===== src/rtl/control.sv =====
// Sequencing FSM for the floating-point adder datapath.
//
// The operation runs through five stages after a start request:
// exponent compare/align, normalize, round, an optional renormalize loop,
// and a one-cycle done flag.
//
// Ports:
//   Clock, Reset        rising-edge clock, asynchronous active-low reset
//   Go                  start request, only looked at while idle
//   ExpSet, ExpDiff     exponent-compare result and |expA - expB|
//   FFOValid, FFOIndex  leading-one detector on the raw sum
//   roundedMant         rounded mantissa {carry, hidden, fraction}
//   SelExpMux, SelSRMuxG, SelSRMuxL, ShiftRightEnable, ShiftRightAmount
//                       alignment-stage controls
//   SREn, SLEn, NoShift, ShiftAmount, SelMuxR
//                       normalizer controls
//   FlagResult          result-valid pulse
//
// All outputs are decoded combinationally from the state register and the
// current inputs.
module control #(
  parameter int unsigned EXPBITS      = 8,
  parameter int unsigned MANTISSABITS = 23
) (
  input  logic                            Clock,
  input  logic                            Reset,
  input  logic                            Go,
  input  logic                            ExpSet,
  input  logic [EXPBITS-1:0]              ExpDiff,
  input  logic                            FFOValid,
  input  logic [$clog2(MANTISSABITS)-1:0] FFOIndex,
  input  logic [MANTISSABITS+1:0]         roundedMant,
  output logic                            SelExpMux,
  output logic                            SelSRMuxG,
  output logic                            SelSRMuxL,
  output logic                            ShiftRightEnable,
  output logic [$clog2(2*MANTISSABITS)-1:0] ShiftRightAmount,
  output logic                            SREn,
  output logic                            SLEn,
  output logic [$clog2(MANTISSABITS)-1:0] ShiftAmount,
  output logic                            NoShift,
  output logic                            SelMuxR,
  output logic                            FlagResult
);

  localparam int unsigned NBITS  = $clog2(MANTISSABITS);
  localparam int unsigned NBITSE = $clog2(2 * MANTISSABITS);

  // A shift of MANTISSABITS+2 or more clears the smaller operand entirely.
  localparam logic [EXPBITS-1:0] AlignMax  = EXPBITS'(MANTISSABITS + 2);
  localparam logic [NBITSE-1:0]  AlignMaxS = NBITSE'(MANTISSABITS + 2);

  // Leading one at MANTISSABITS means the sum is already normalized.
  localparam logic [NBITS-1:0] HiddenIdx = NBITS'(MANTISSABITS);
  localparam logic [NBITS-1:0] CarryIdx  = NBITS'(MANTISSABITS + 1);
  localparam logic [NBITS-1:0] OneShift  = NBITS'(1);

  localparam logic [2:0] StIdle   = 3'd0;
  localparam logic [2:0] StAlign  = 3'd1;
  localparam logic [2:0] StNorm   = 3'd2;
  localparam logic [2:0] StRound  = 3'd3;
  localparam logic [2:0] StRenorm = 3'd4;
  localparam logic [2:0] StDone   = 3'd5;

  logic [2:0] state_q, state_d;

  // Only the carry bit of the rounded mantissa steers the sequence.
  logic unused_mant;
  assign unused_mant = ^roundedMant[MANTISSABITS:0];

  always_ff @(posedge Clock or negedge Reset) begin
    if (!Reset) begin
      state_q <= StIdle;
    end else begin
      state_q <= state_d;
    end
  end

  always_comb begin
    state_d = state_q;
    case (state_q)
      StIdle:   if (Go) state_d = StAlign;
      StAlign:  state_d = StNorm;
      StNorm:   state_d = StRound;
      // A carry out of rounding needs one more right shift, which may in
      // turn carry again; the loop has no iteration limit.
      StRound:  state_d = roundedMant[MANTISSABITS+1] ? StRenorm : StDone;
      StRenorm: state_d = StRound;
      StDone:   state_d = StIdle;
      default:  state_d = StIdle;
    endcase
  end

  always_comb begin
    SelExpMux        = 1'b0;
    SelSRMuxG        = 1'b0;
    SelSRMuxL        = 1'b0;
    ShiftRightEnable = 1'b0;
    ShiftRightAmount = '0;
    SREn             = 1'b0;
    SLEn             = 1'b0;
    ShiftAmount      = '0;
    NoShift          = 1'b0;
    SelMuxR          = 1'b0;
    FlagResult       = 1'b0;
    case (state_q)
      StAlign: begin
        SelExpMux        = ExpSet;
        SelSRMuxG        = ExpSet;
        SelSRMuxL        = ~ExpSet;
        ShiftRightEnable = (ExpDiff != '0);
        ShiftRightAmount = (ExpDiff > AlignMax) ? AlignMaxS : ExpDiff[NBITSE-1:0];
      end
      StNorm: begin
        if (!FFOValid) begin
          NoShift = 1'b1;
        end else if (FFOIndex >= CarryIdx) begin
          SREn        = 1'b1;
          ShiftAmount = OneShift;
        end else if (FFOIndex == HiddenIdx) begin
          NoShift = 1'b1;
        end else begin
          SLEn        = 1'b1;
          ShiftAmount = HiddenIdx - FFOIndex;
        end
      end
      StRenorm: begin
        SelMuxR     = 1'b1;
        SREn        = 1'b1;
        ShiftAmount = OneShift;
      end
      StDone: begin
        FlagResult = 1'b1;
      end
      default: ;
    endcase
  end

endmodule


===== config.mk =====
export PLATFORM = sky130hd
export DESIGN_NAME = control
export DESIGN_NICKNAME = d
export VERILOG_FILES = /design/src/rtl/control.sv
export SDC_FILE = /design/constraint.sdc
export NUM_CORES = 1
export LEC_CHECK = 0
export ABC_CLOCK_PERIOD_IN_PS = 1800
export BUFFER_PORTS_ARGS = -buffer_cell sky130_fd_sc_hd__buf_2
export CORE_UTILIZATION = 29
export DETAILED_ROUTE_END_ITERATION = 7
export PLACE_DENSITY = 0.8
export SLEW_MARGIN = 10
export SYNTH_ARGS = -nofsm -noshare
export SYNTH_HDL_FRONTEND = slang
export SYNTH_SLANG_ARGS = --single-unit

===== constraint.sdc =====
create_clock -name Clock -period 1.8 [get_ports Clock]
set_input_delay 0.18 -clock Clock [delete_from_list [all_inputs] [get_ports Clock]]
set_output_delay 0.18 -clock Clock [all_outputs]
set_load 0.005 [all_outputs]

# ---- After elaboration in Yosys (flattened, before gate mapping)
# Index checks and enable logic that the tools add are counted.
dict set report word_totals {
  ff_bits 3
  latch_bits 0
  ram_bits 0
  mem_bits_ro 0
  in_bits 43
  output_inout_bits 20
  mem_count 0
}
dict set report classes {
  add_sub_neg 1
  mul 0
  n_div 0
  order_cmp 2
  eq_ne 7
  shifts 0
  mux 25
  bitwise 1
  reduce_logical 3
}
# cell n
set op_table {}
lappend op_table {{$mux 1} 16}
lappend op_table {{$mux 5} 3}
lappend op_table {{$mux 6} 2}
lappend op_table {{$pmux 3 s4} 1}
lappend op_table {{$pmux 5 s2} 1}
lappend op_table {{$gt 8x5->1 const B} 1}
lappend op_table {{$reduce_bool 8->1} 1}
lappend op_table {{$eq 3x2->1 const B} 2}
lappend op_table {{$eq 3x3->1 const B} 2}
lappend op_table {{$eq 5x5->1 const B} 1}
lappend op_table {{$ge 5x5->1 const B} 1}
lappend op_table {{$sub 5x5->5 const A} 1}
lappend op_table {{$eq 3x1->1 const B} 1}
lappend op_table {{$logic_not 3->1} 1}
lappend op_table {{$mux 3} 1}
lappend op_table {{$ne 2x2->1 const B} 1}
lappend op_table {{$pmux 1 s2} 1}
lappend op_table {{$reduce_or 2->1} 1}
lappend op_table {{$not 1->1} 1}

# ---- Logic depth before layout (Yosys ltp)
# Gate-level depths: netlist of run 1.
dict set report logic_depth {
  depth_word 5
  mapped_depth 5
  depth_no_buf 2
}

# ---- Worst setup path before layout of run 1
# No wires, ideal clock.
dict set report synth_timing {
  kind {reg2out}
  startpoint {register state_q[2]}
  endpoint {output SelSRMuxG}
  arrival_time_ns 1.269
  t_required_ns 1.620
  slack_ns 0.351
  path_stages_with_launch 6
  path_cell_list {dfrtp_1 > buf_6 > or3b_1 > buf_6 > nor2_1 > buf_4}
}
dict set report synth_via {
  elab_chain_len 2
}
# item line_no
set synth_lines {}
lappend synth_lines {{start: declaration} 65} ;# logic [2:0] state_q, state_d;
lappend synth_lines {{start signal: assignment} 73} ;# state_q <= StIdle;
lappend synth_lines {{start signal: assignment} 75} ;# state_q <= state_d;
lappend synth_lines {{$eq 3x1->1} -}
lappend synth_lines {{$mux 1} -}
lappend synth_lines {{end: declaration} 34} ;# output logic SelSRMuxG,
# Every way passes these cells.

# ---- Worst setup path in the final report of run 1
dict set report layout_timing {
  startpoint {register state_q[0]}
  endpoint {output ShiftAmount[0]}
}
dict set report layout_via {
  elab_chain_len 2
  elab_cells_between_ends 3
  classes_between {eq/ne (2); mux (1)}
}
# item line_no
set layout_lines {}
lappend layout_lines {{$eq 3x3->1 / $eq 3x2->1 (equally long branches)} 106} ;# case (state_q)
lappend layout_lines {{$pmux 5 s2 (*)} 106}
lappend layout_lines {{end: declaration} 40} ;# output logic [$clog2(MANTISSABITS)-1:0] ShiftAmount,
# Mark *: on every way between the ends. The rest lies on a longest branch, timed or not.

==> run summary, run 1 <==
dpl hpwl - 869 um
reg2reg setup slack - 0.57 ns
hold_sp - roundedMant[24]
reg2reg path depth - 3
Setup-failing EPs final - 0
Mapped Cells - 52
num rows - 13
Crit. Startpoint - state_q[0]
initial core utilization - 0.322
Synth area leaders - dfrtp_1 (17%), nor4b_4 (11%), nor4_1 (5.8%)
initial drt markers - 2
Mapped Area - 429 um^2
total global-route track usage - 0.143
Synth top area share - 0.175
diode count - 0
total die area - 1640 um^2
DR DRC count - 0
period utilization - 0.935
register area share after synthesis - 0.175
post-synth top area cell - dfrtp_1
Clock Skew - 0.0108 ns
most frequent cells in the layout - buf_2 (37), inv_1 (4), nor3_1 (4), nor4_1 (4), nor2_1 (4)
number of global-route vias before repair - 402
commonest non-fill, non-tap cell in the layout - buf_2
run status - complete, no violations
FF-to-FF End - state_q[1]
CTS root buf - clkbuf_4
worst skew pair latency - 0.24 ns
max FFs per register - 3
pwr/cell area - 1160 nW/um^2
placed insts - 101
FF+latch count, synth - 3
hold-critical path endpoint - state_q[0]
Max FO, Critical Path - 8
Post-Syn Nets - 95
Switching Share - 0.404
Synth cell types - 30
Placement Cell Area - 606 um^2
largest registers - state_q (3)
routed vias - 524
CTS tree - done
Avg Cell Area, Syn - 8.25 um^2
sequential share of power - 0.161
grt ovf - 0
Net Sw Power - 0.000301 W
Hold Path Class - input port to register
Non-Filler Instances - 106
Comb power frac - 0.674
Post-CTS Setup Inserts - 0
CP arrival - 1.50 ns
TNS Setup - 0 ns
max-cap violations - 0
CTS Buf Count - 3
CP endpoint kind - output port
Core Area - 1330 um^2
Clk pwr share - 0.165
Max rail drop VDD - 0.409 mV
first-pass GRT wire length - 1.52 mm
nets - 135
warnings from Yosys - 0
Hold Crit Depth - 3
critical path class - register to output port
Slew Viols, Final - 0
Reg-to-Reg Start - state_q[0]
DRT Wirelength - 1.08 mm
area delta synth->final - 50.1%
layout cell share with drive strength beyond 1 - 0.516
Max clock buf depth - 2
GP Congestion - 0.677
ANT nets after route - 0
port bufs - 37
hold violation total from the final report - 0
Most flops, register - state_q
crit path launch type - register
H-tree depth - 1
Design Area, Final - 644 um^2
register area - 75.1 um^2
WL per Instance - 10.2 um
multi-input combinational cell area - 292 um^2
die height - 40.5 um
# clock sinks - 3
largest net degree at the start of global routing - 11
post-layout min period - 1.68 ns
internal power - 0.000445 W
DRT Pass-1 Iters - 2
I/O pin count - 63
Required @ worst endpoint - 1.62 ns
RSZ-0062 raised after global routing - false
antenna violations before repair - 0
Die Width - 40.5 um
Lkg Pwr - 0.374 nW
CTS clk-pin slew, worst paths - 0.04 ns
DR vias/cell - 4.94
fmax - 594 MHz
fillers - 135
power groups by stage:
stage                     sequential [W]  clock [W]  combinational, W
after CTS                       0.000121   0.000122          0.000497
after global placement          0.000117          0          0.000482
after floorplan                 0.000114          0          0.000362
after global routing            0.000124   0.000136          0.000560
final                           0.000120   0.000123          0.000504
after detailed placement        0.000121          0          0.000495
synthesized netlist by cell type:
| cell | count |
|---|---|
| inv_1 | 4 |
| nor2_1 | 4 |
| nor3_1 | 4 |
| nor4_1 | 4 |
| buf_4 | 3 |
| dfrtp_1 | 3 |
| o21ai_0 | 3 |
| a21oi_1 | 2 |
| and3b_1 | 2 |
| buf_6 | 2 |
| nor4b_4 | 2 |
| a211oi_1 | 1 |
| a21boi_0 | 1 |
| a21o_1 | 1 |
| a221oi_1 | 1 |
| and2_1 | 1 |
| and4b_1 | 1 |
| buf_2 | 1 |
| conb_1 | 1 |
| nand2_1 | 1 |
| nand2b_1 | 1 |
| nand4bb_1 | 1 |
| nor3b_1 | 1 |
| nor4b_1 | 1 |
| nor4bb_1 | 1 |
| o211ai_1 | 1 |
| or3_1 | 1 |
| or3b_1 | 1 |
| or3b_2 | 1 |
| xnor2_1 | 1 |
critical path, stage by stage (launching register included):
cell and delay, ns:
dfrtp_1 0.36, buf_4 0.16, or3b_2 0.51, o21ai_0 0.09, buf_2 0.14
per-stage QoR:
stage	worst slack (ns)	util	hold WS [ns]	total power, W
2_1_floorplan	0.351	-	-0.116	0.000476
3_3_place_gp	0.295	0.454	-0.0243	0.000599
3_5_place_dp	0.265	0.454	-0.0183	0.000616
4_1_cts	0.0140	0.481	0.217	0.000740
5_1_grt	0.0298	0.483	0.222	0.000820
6_report	0.118	0.483	0.209	0.000747
per-layer routing:
| layer | vias to the layer above | GRT usage | wire, um |
|---|---|---|---|
| li1 | 267 | - | - |
| met1 | 219 | 0.130 | 431 |
| met2 | 38 | 0.270 | 502 |
| met3 | 0 | 0.0500 | 142 |
| met4 | 0 | 0.0750 | 0 |
| met5 | - | 0 | 0 |
kinds of logic (layout without fill, tap and decap cells):
family          after synthesis  in the layout  synth area share
simple gates                 27             27             0.496
compound gates               10             10             0.149
buf+inv                      10             49             0.152
flops                         3              3             0.175
other cells                   1              1           0.00874
xor+xnor                      1              1            0.0204
layout make-up:
| cell class | instances | share of cell area |
|---|---|---|
| tap | 15 | 0.0291 |
| clock buffer | 4 | 0.0408 |
| sequential | 3 | 0.117 |
| timing repair buffer | 41 | 0.338 |
| multi-input combinational | 39 | 0.452 |
| inverter | 4 | 0.0233 |
timing repair:
action / in CTS / in global routing
hold buffers: 1 / 0
resized for setup: 0 / 1
hold endpoints to repair: 3 / 0
setup endpoints to repair: 0 / 2
worst max-delay path by stage:
stage | to | slack (ns) | depth (start not counted)
2_1_floorplan | SelSRMuxG | 0.35 | 5
3_3_place_gp | ShiftRightAmount[1] | 0.29 | 3
3_5_place_dp | ShiftRightAmount[1] | 0.27 | 3
4_1_cts | ShiftRightAmount[1] | 0.01 | 3
5_1_grt | SREn | 0.03 | 4
6_report | ShiftAmount[0] | 0.12 | 4
Power figures use the tool's default switching activity.
==> inputs of run 2 (changes only) <==
--- a/config.mk
+++ b/config.mk
@@ -5,7 +5,7 @@
 export SDC_FILE = /design/constraint.sdc
 export NUM_CORES = 1
 export LEC_CHECK = 0
-export ABC_CLOCK_PERIOD_IN_PS = 1800
+export ABC_CLOCK_PERIOD_IN_PS = 1600
 export BUFFER_PORTS_ARGS = -buffer_cell sky130_fd_sc_hd__buf_2
 export CORE_UTILIZATION = 29
 export DETAILED_ROUTE_END_ITERATION = 7
==> constraint.sdc (replaced) <==
create_clock -name Clock -period 1.6 [get_ports Clock]
set_input_delay 0.16 -clock Clock [delete_from_list [all_inputs] [get_ports Clock]]
set_output_delay 0.16 -clock Clock [all_outputs]
set_load 0.005 [all_outputs]
==> run 2 against run 1 <==
Compared with the run above:
- the run now ends with setup timing left
- combinational power up 48%
- sequential share of layout area is 1.4 points lower
- flip-flop and latch count unchanged
- sequential power increased by 13%
- wire length up 10%
- global-route usage rose by 0.58 points
- clock skew about the same
- die area unchanged
- clock power grew 13%
- core utilization is 6.6 points higher
- critical endpoint is now ShiftRightAmount[1]
- largest power group unchanged
==> run summary, run 2 (same netlist as run 1, synthesis figures left out) <==
CTS clk-pin slew, worst paths - 0.04 ns
M1 GR Usage - 0.130
commonest non-fill, non-tap cell in the layout - buf_2
Max rail drop VDD - 0.540 mV
first-pass GRT wire length - 1.57 mm
CP endpoint kind - output port
Clk pwr share - 0.136
pwr/cell area - 1390 nW/um^2
area delta synth->final - 70.6%
max FFs per register - 3
routing usage on met2 - 0.290
FF-to-FF End - state_q[1]
port bufs - 37
# clock sinks - 3
global routing's busiest layer - met2
DR vias/cell - 5.05
num rows - 13
fmax - 615 MHz
period utilization - 1.02
largest net degree at the start of global routing - 11
reg2reg setup slack - 0.47 ns
number of global-route vias before repair - 417
RSZ-0062 raised after global routing - true
fillers - 127
ANT nets after route - 0
most frequent cells in the layout - buf_2 (36), inv_1 (4), nor3_1 (4), nor4_1 (4), nor2_4 (4)
crit path launch type - register
Required @ worst endpoint - 1.44 ns
DRT Wirelength - 1.19 mm
dpl hpwl - 869 um
Core Area - 1330 um^2
Max-Slew Margin vs Limit - 0.563
max-cap violations - 0
Non-Filler Instances - 107
antenna violations before repair - 0
CP Capture Point - ShiftRightAmount[1]
Fin Hold WS - 0.188 ns
critical path class - register to output port
Setup-failing EPs final - 2
I/O pin count - 63
Hold Path Class - input port to register
GP Congestion - 0.677
CTS Buf Count - 3
H-tree depth - 1
sequential share of power - 0.133
CP arrival - 1.46 ns
layout cell share with drive strength beyond 1 - 0.609
worst slack at placement - 0.0854 ns
Die Width - 40.5 um
CTS root buf - clkbuf_4
DRT Pass-1 Iters - 4
diode count - 0
largest registers - state_q (3)
placed insts - 101
post-layout min period - 1.62 ns
Slew Viols, Final - 0
Lkg Pwr - 0.395 nW
Clock Skew - 0.0108 ns
hold violation total from the final report - 0
internal power - 0.000609 W
nets - 136
Core Util, Final - 0.549
grt ovf - 0
WL per Instance - 11.1 um
GRT met3 Usage - 0.0500
CTS tree - done
DR DRC count - 0
Reg-to-Reg Start - state_q[0]
run status - finished with violations
Net Sw Power - 0.000410 W
initial core utilization - 0.322
worst skew pair latency - 0.24 ns
Least-Margin Pin Slew - 0.650 ns
total global-route track usage - 0.148
Most flops, register - state_q
Crit. Startpoint - state_q[1]
Comb power frac - 0.731
total die area - 1640 um^2
failing checks - setup timing
Max clock buf depth - 2
Switching Share - 0.402
reg2reg path depth - 3
initial drt markers - 2
PnR worst setup slack - -0.0247 ns
routed vias - 540
Max FO, Critical Path - 4
die height - 40.5 um
[run 2: per-stage QoR]
stage	power [W]	instance area (um^2)	TNS, ns
finish	0.00102	732	-0.0375
global route	0.00110	732	-0.316
CTS	0.000957	689	-0.0607
global placement	0.000674	606	0
detailed placement	0.000693	606	0
floorplan	0.000536	429	0
[run 2: cell type report]
| cell class | instances | area [um^2] | area share |
|---|---|---|---|
| multi-input cells | 39 | 353 | 0.482 |
| repair buffers | 42 | 244 | 0.333 |
| flip-flops and latches | 3 | 75.1 | 0.103 |
| clock buffers | 4 | 26.3 | 0.0359 |
| well taps | 15 | 18.8 | 0.0256 |
| inverters | 4 | 15.0 | 0.0205 |
[run 2: routing by layer]
metal / share of wire / routed length (um) / vias to the layer above
met2: 0.50 / 596 / 40
met5: 0 / 0 / -
li1: - / - / 270
met1: 0.37 / 443 / 230
met4: 0 / 0 / 0
met3: 0.12 / 145 / 0
[run 2: what timing repair did]
item	in CTS	in global routing
buffers inserted	1	0
hold buffers	1	0
resized for setup	6	12
pin swaps	1	2
hold endpoints to repair	3	0
setup endpoints to repair	14	11
[run 2: how the worst min path moves through the flow]
stage,cells after the start,from,endpoint
6_report,3,roundedMant[24],state_q[0]
3_3_place_gp,1,Reset,state_q[0]
4_1_cts,3,roundedMant[24],state_q[0]
5_1_grt,3,roundedMant[24],state_q[0]
3_5_place_dp,1,Reset,state_q[1]
2_1_floorplan,0,Reset,state_q[0]
[run 2: critical path: stages, from the launching register on]
cell and delay (ns):
dfrtp_1 0.37, or3b_4 0.46, nor4b_4 0.25, buf_2 0.15
[run 2: power by group through the flow]
stage                     logic, W  registers (W)  clock network [W]
after global placement    0.000542       0.000132                  0
after detailed placement  0.000556       0.000136                  0
after global routing      0.000810       0.000140           0.000153
after CTS                 0.000681       0.000138           0.000138
after floorplan           0.000408       0.000128                  0
final                     0.000745       0.000136           0.000139
==> inputs of run 3 (changes only) <==
--- a/config.mk
+++ b/config.mk
@@ -5,11 +5,12 @@
 export SDC_FILE = /design/constraint.sdc
 export NUM_CORES = 1
 export LEC_CHECK = 0
+export ABC_AREA = 1
 export ABC_CLOCK_PERIOD_IN_PS = 1600
 export BUFFER_PORTS_ARGS = -buffer_cell sky130_fd_sc_hd__buf_2
-export CORE_UTILIZATION = 29
+export CORE_UTILIZATION = 28
 export DETAILED_ROUTE_END_ITERATION = 7
-export PLACE_DENSITY = 0.8
+export PLACE_DENSITY = 0.79
 export SLEW_MARGIN = 10
 export SYNTH_ARGS = -nofsm -noshare
 export SYNTH_HDL_FRONTEND = slang
==> run 3 against run 2 <==
Compared with the run above:
- via count up 3.7%
- synthesized area down 2.9%
- final cell count up 24%
- worst setup slack better by 0.22 ns
- largest cell class unchanged
- critical path type unchanged
- wire length down 9.2%
- the flow now finishes without violations
- final area down 12%
- sequential share of layout area up 1.4 points
- sequential power up 19%
- critical path depth up 3
- total power down 20%
- register-to-register slack better by 0.22 ns
==> run summary, run 3 <==
GP Congestion - 0.690
DRT Pass-1 Iters - 4
total global-route track usage - 0.146
Setup-failing EPs final - 0
layout cell share with drive strength beyond 1 - 0.415
Post-synth top cells - nand2_1 (18), nor2_1 (15), inv_1 (14), o21ai_0 (7), inv_2 (5)
FFs w/ async S/R, synth - 1.00
Avg Cell Area, Syn - 5.34 um^2
number of global-route vias before repair - 402
Synth cell types - 16
most frequent cells in the layout - buf_2 (37), nand2_1 (18), nor2_1 (15)
DR vias/cell - 4.21
grt ovf - 0
Slew Viols, Final - 0
CTS clk-pin slew, worst paths - 0.04 ns
antenna violations before repair - 0
CP endpoint kind - output port
Post-synth EDFFs - 0
DRT Wirelength - 1.08 mm
PnR worst setup slack - 0.199 ns
nets - 162
initial drt markers - 8
Placement Cell Area - 606 um^2
Post-synth top flop - dfrtp_1
commonest non-fill, non-tap cell in the layout - buf_2
worst slack at placement - 0.446 ns
cell repeated most along the worst path - inv_2
warnings from Yosys - 0
crit path launch type - register
num rows - 13
Mapped Cells - 78
Mapped Area - 417 um^2
RSZ-0062 raised after global routing - false
first-pass GRT wire length - 1.52 mm
H-tree depth - 1
CTS Buf Count - 3
Required @ worst endpoint - 1.44 ns
Max clock buf depth - 2
Die Width - 40.6 um
most numerous cell in the Yosys netlist - nand2_1
Clock Skew - 0.000119 ns
routed vias - 560
Core Area - 1350 um^2
Lkg Pwr - 0.436 nW
WL per Instance - 8.09 um
max-cap violations - 0
I/O pin count - 63
fmax - 714 MHz
Max rail drop VDD - 0.596 mV
ANT nets after route - 0
worst skew pair latency - 0.23 ns
CP arrival - 1.24 ns
Hold Path Class - input port to register
CTS root buf - clkbuf_4
register area share after synthesis - 0.180
diode count - 0
Synth top area share - 0.180
hold violation total from the final report - 0
CTS tree - done
max FFs per register - 3
largest registers - state_q (3)
period utilization - 0.876
sequence of cells on the critical path - inv_2, nand3_4, inv_2, o21ai_1, o21ai_0, buf_2
die height - 40.6 um
DR DRC count - 0
critical path class - register to output port
Design Area, Final - 642 um^2
port bufs - 37
post-synth top area cell - dfrtp_1
area delta synth->final - 54.1%
total die area - 1650 um^2
post-layout min period - 1.40 ns
Synth area leaders - dfrtp_1 (18%), nand2_1 (16%), nor2_1 (14%)
FF+latch count, synth - 3
Fin Hold WS - 0.187 ns
pwr/cell area - 1270 nW/um^2
TNS Setup - 0 ns
initial core utilization - 0.309
total power - 0.000815 W
Slowest-stage cell, CP - dfrtp_1
run status - complete, no violations
# clock sinks - 3
Most flops, register - state_q
Critical Path Max Stage Delay - 0.41 ns
dpl hpwl - 912 um
largest net degree at the start of global routing - 7
Post-Syn Nets - 121
Max FO, Critical Path - 6
run 3: critical path: cells and delay by family (launching register included):
kind / cells / cell delay (ns)
DFF: 1 / 0.41
buffers and inverters: 3 / 0.36
AOI/OAI and AO/OA: 2 / 0.13
and+or+nand+nor: 1 / 0.11
run 3: cell type report:
type / count / area (um^2)
Fill cell: 154 / 708
Multi-Input combinational cell: 54 / 255
Timing Repair Buffer: 38 / 195
Sequential cell: 3 / 75.1
Inverter: 19 / 71.3
Clock buffer: 4 / 26.3
Tap cell: 15 / 18.8
run 3: final timing paths:
| kind | slack (ns) | start | depth (start not counted) | endpoint |
|---|---|---|---|---|
| max in group asynchronous | 1.25 | Reset | 2 | state_q[2] |
| setup / recovery | 0.20 | state_q[1] | 6 | ShiftRightEnable |
| hold / removal | 0.19 | Go | 3 | state_q[0] |
| hold reg to reg | 0.47 | state_q[2] | 1 | state_q[2] |
| setup reg to reg | 0.69 | state_q[0] | 4 | state_q[0] |
| min in group asynchronous | 0.25 | Reset | 2 | state_q[1] |
run 3: repair_timing:
| item | in CTS | in global routing |
|---|---|---|
| hold buffers | 1 | 0 |
| hold endpoints to repair | 3 | 0 |
| resized for setup | 0 | 0 |
| buffers inserted | 0 | 0 |
run 3: cells by family (layout without fill, tap and decap cells):
family                 after synthesis  count (layout)  share of synthesized area
AND/OR/NAND/NOR                     45              45                      0.508
buffers and inverters               21              61                      0.207
AO/OA/AOI/OAI                        8               8                     0.0961
flip-flops                           3               3                      0.180
other                                1               1                    0.00900
run 3: stage by stage:
step	instances	util
CTS	133	0.475
global placement	128	0.449
detailed placement	128	0.449
floorplan	78	-
global route	133	0.475
finish	133	0.475
run 3: layer usage:
| layer | global-route usage | up-vias | share of wire |
|---|---|---|---|
| met5 | 0 | - | 0 |
| met4 | 0.150 | 0 | 0.033 |
| met3 | 0.0167 | 4 | 0.048 |
| met2 | 0.230 | 23 | 0.47 |
| met1 | 0.164 | 224 | 0.45 |
| li1 | - | 309 | - |
run 3: power breakdown:
part | total [W] | internal [W] | leakage [nW] | switching (W)
combinational | 0.000520 | 0.000222 | 0.384 | 0.000298
clock | 0.000132 | 0.0000934 | 0.0150 | 0.0000389
sequential | 0.000162 | 0.000116 | 0.0371 | 0.0000467
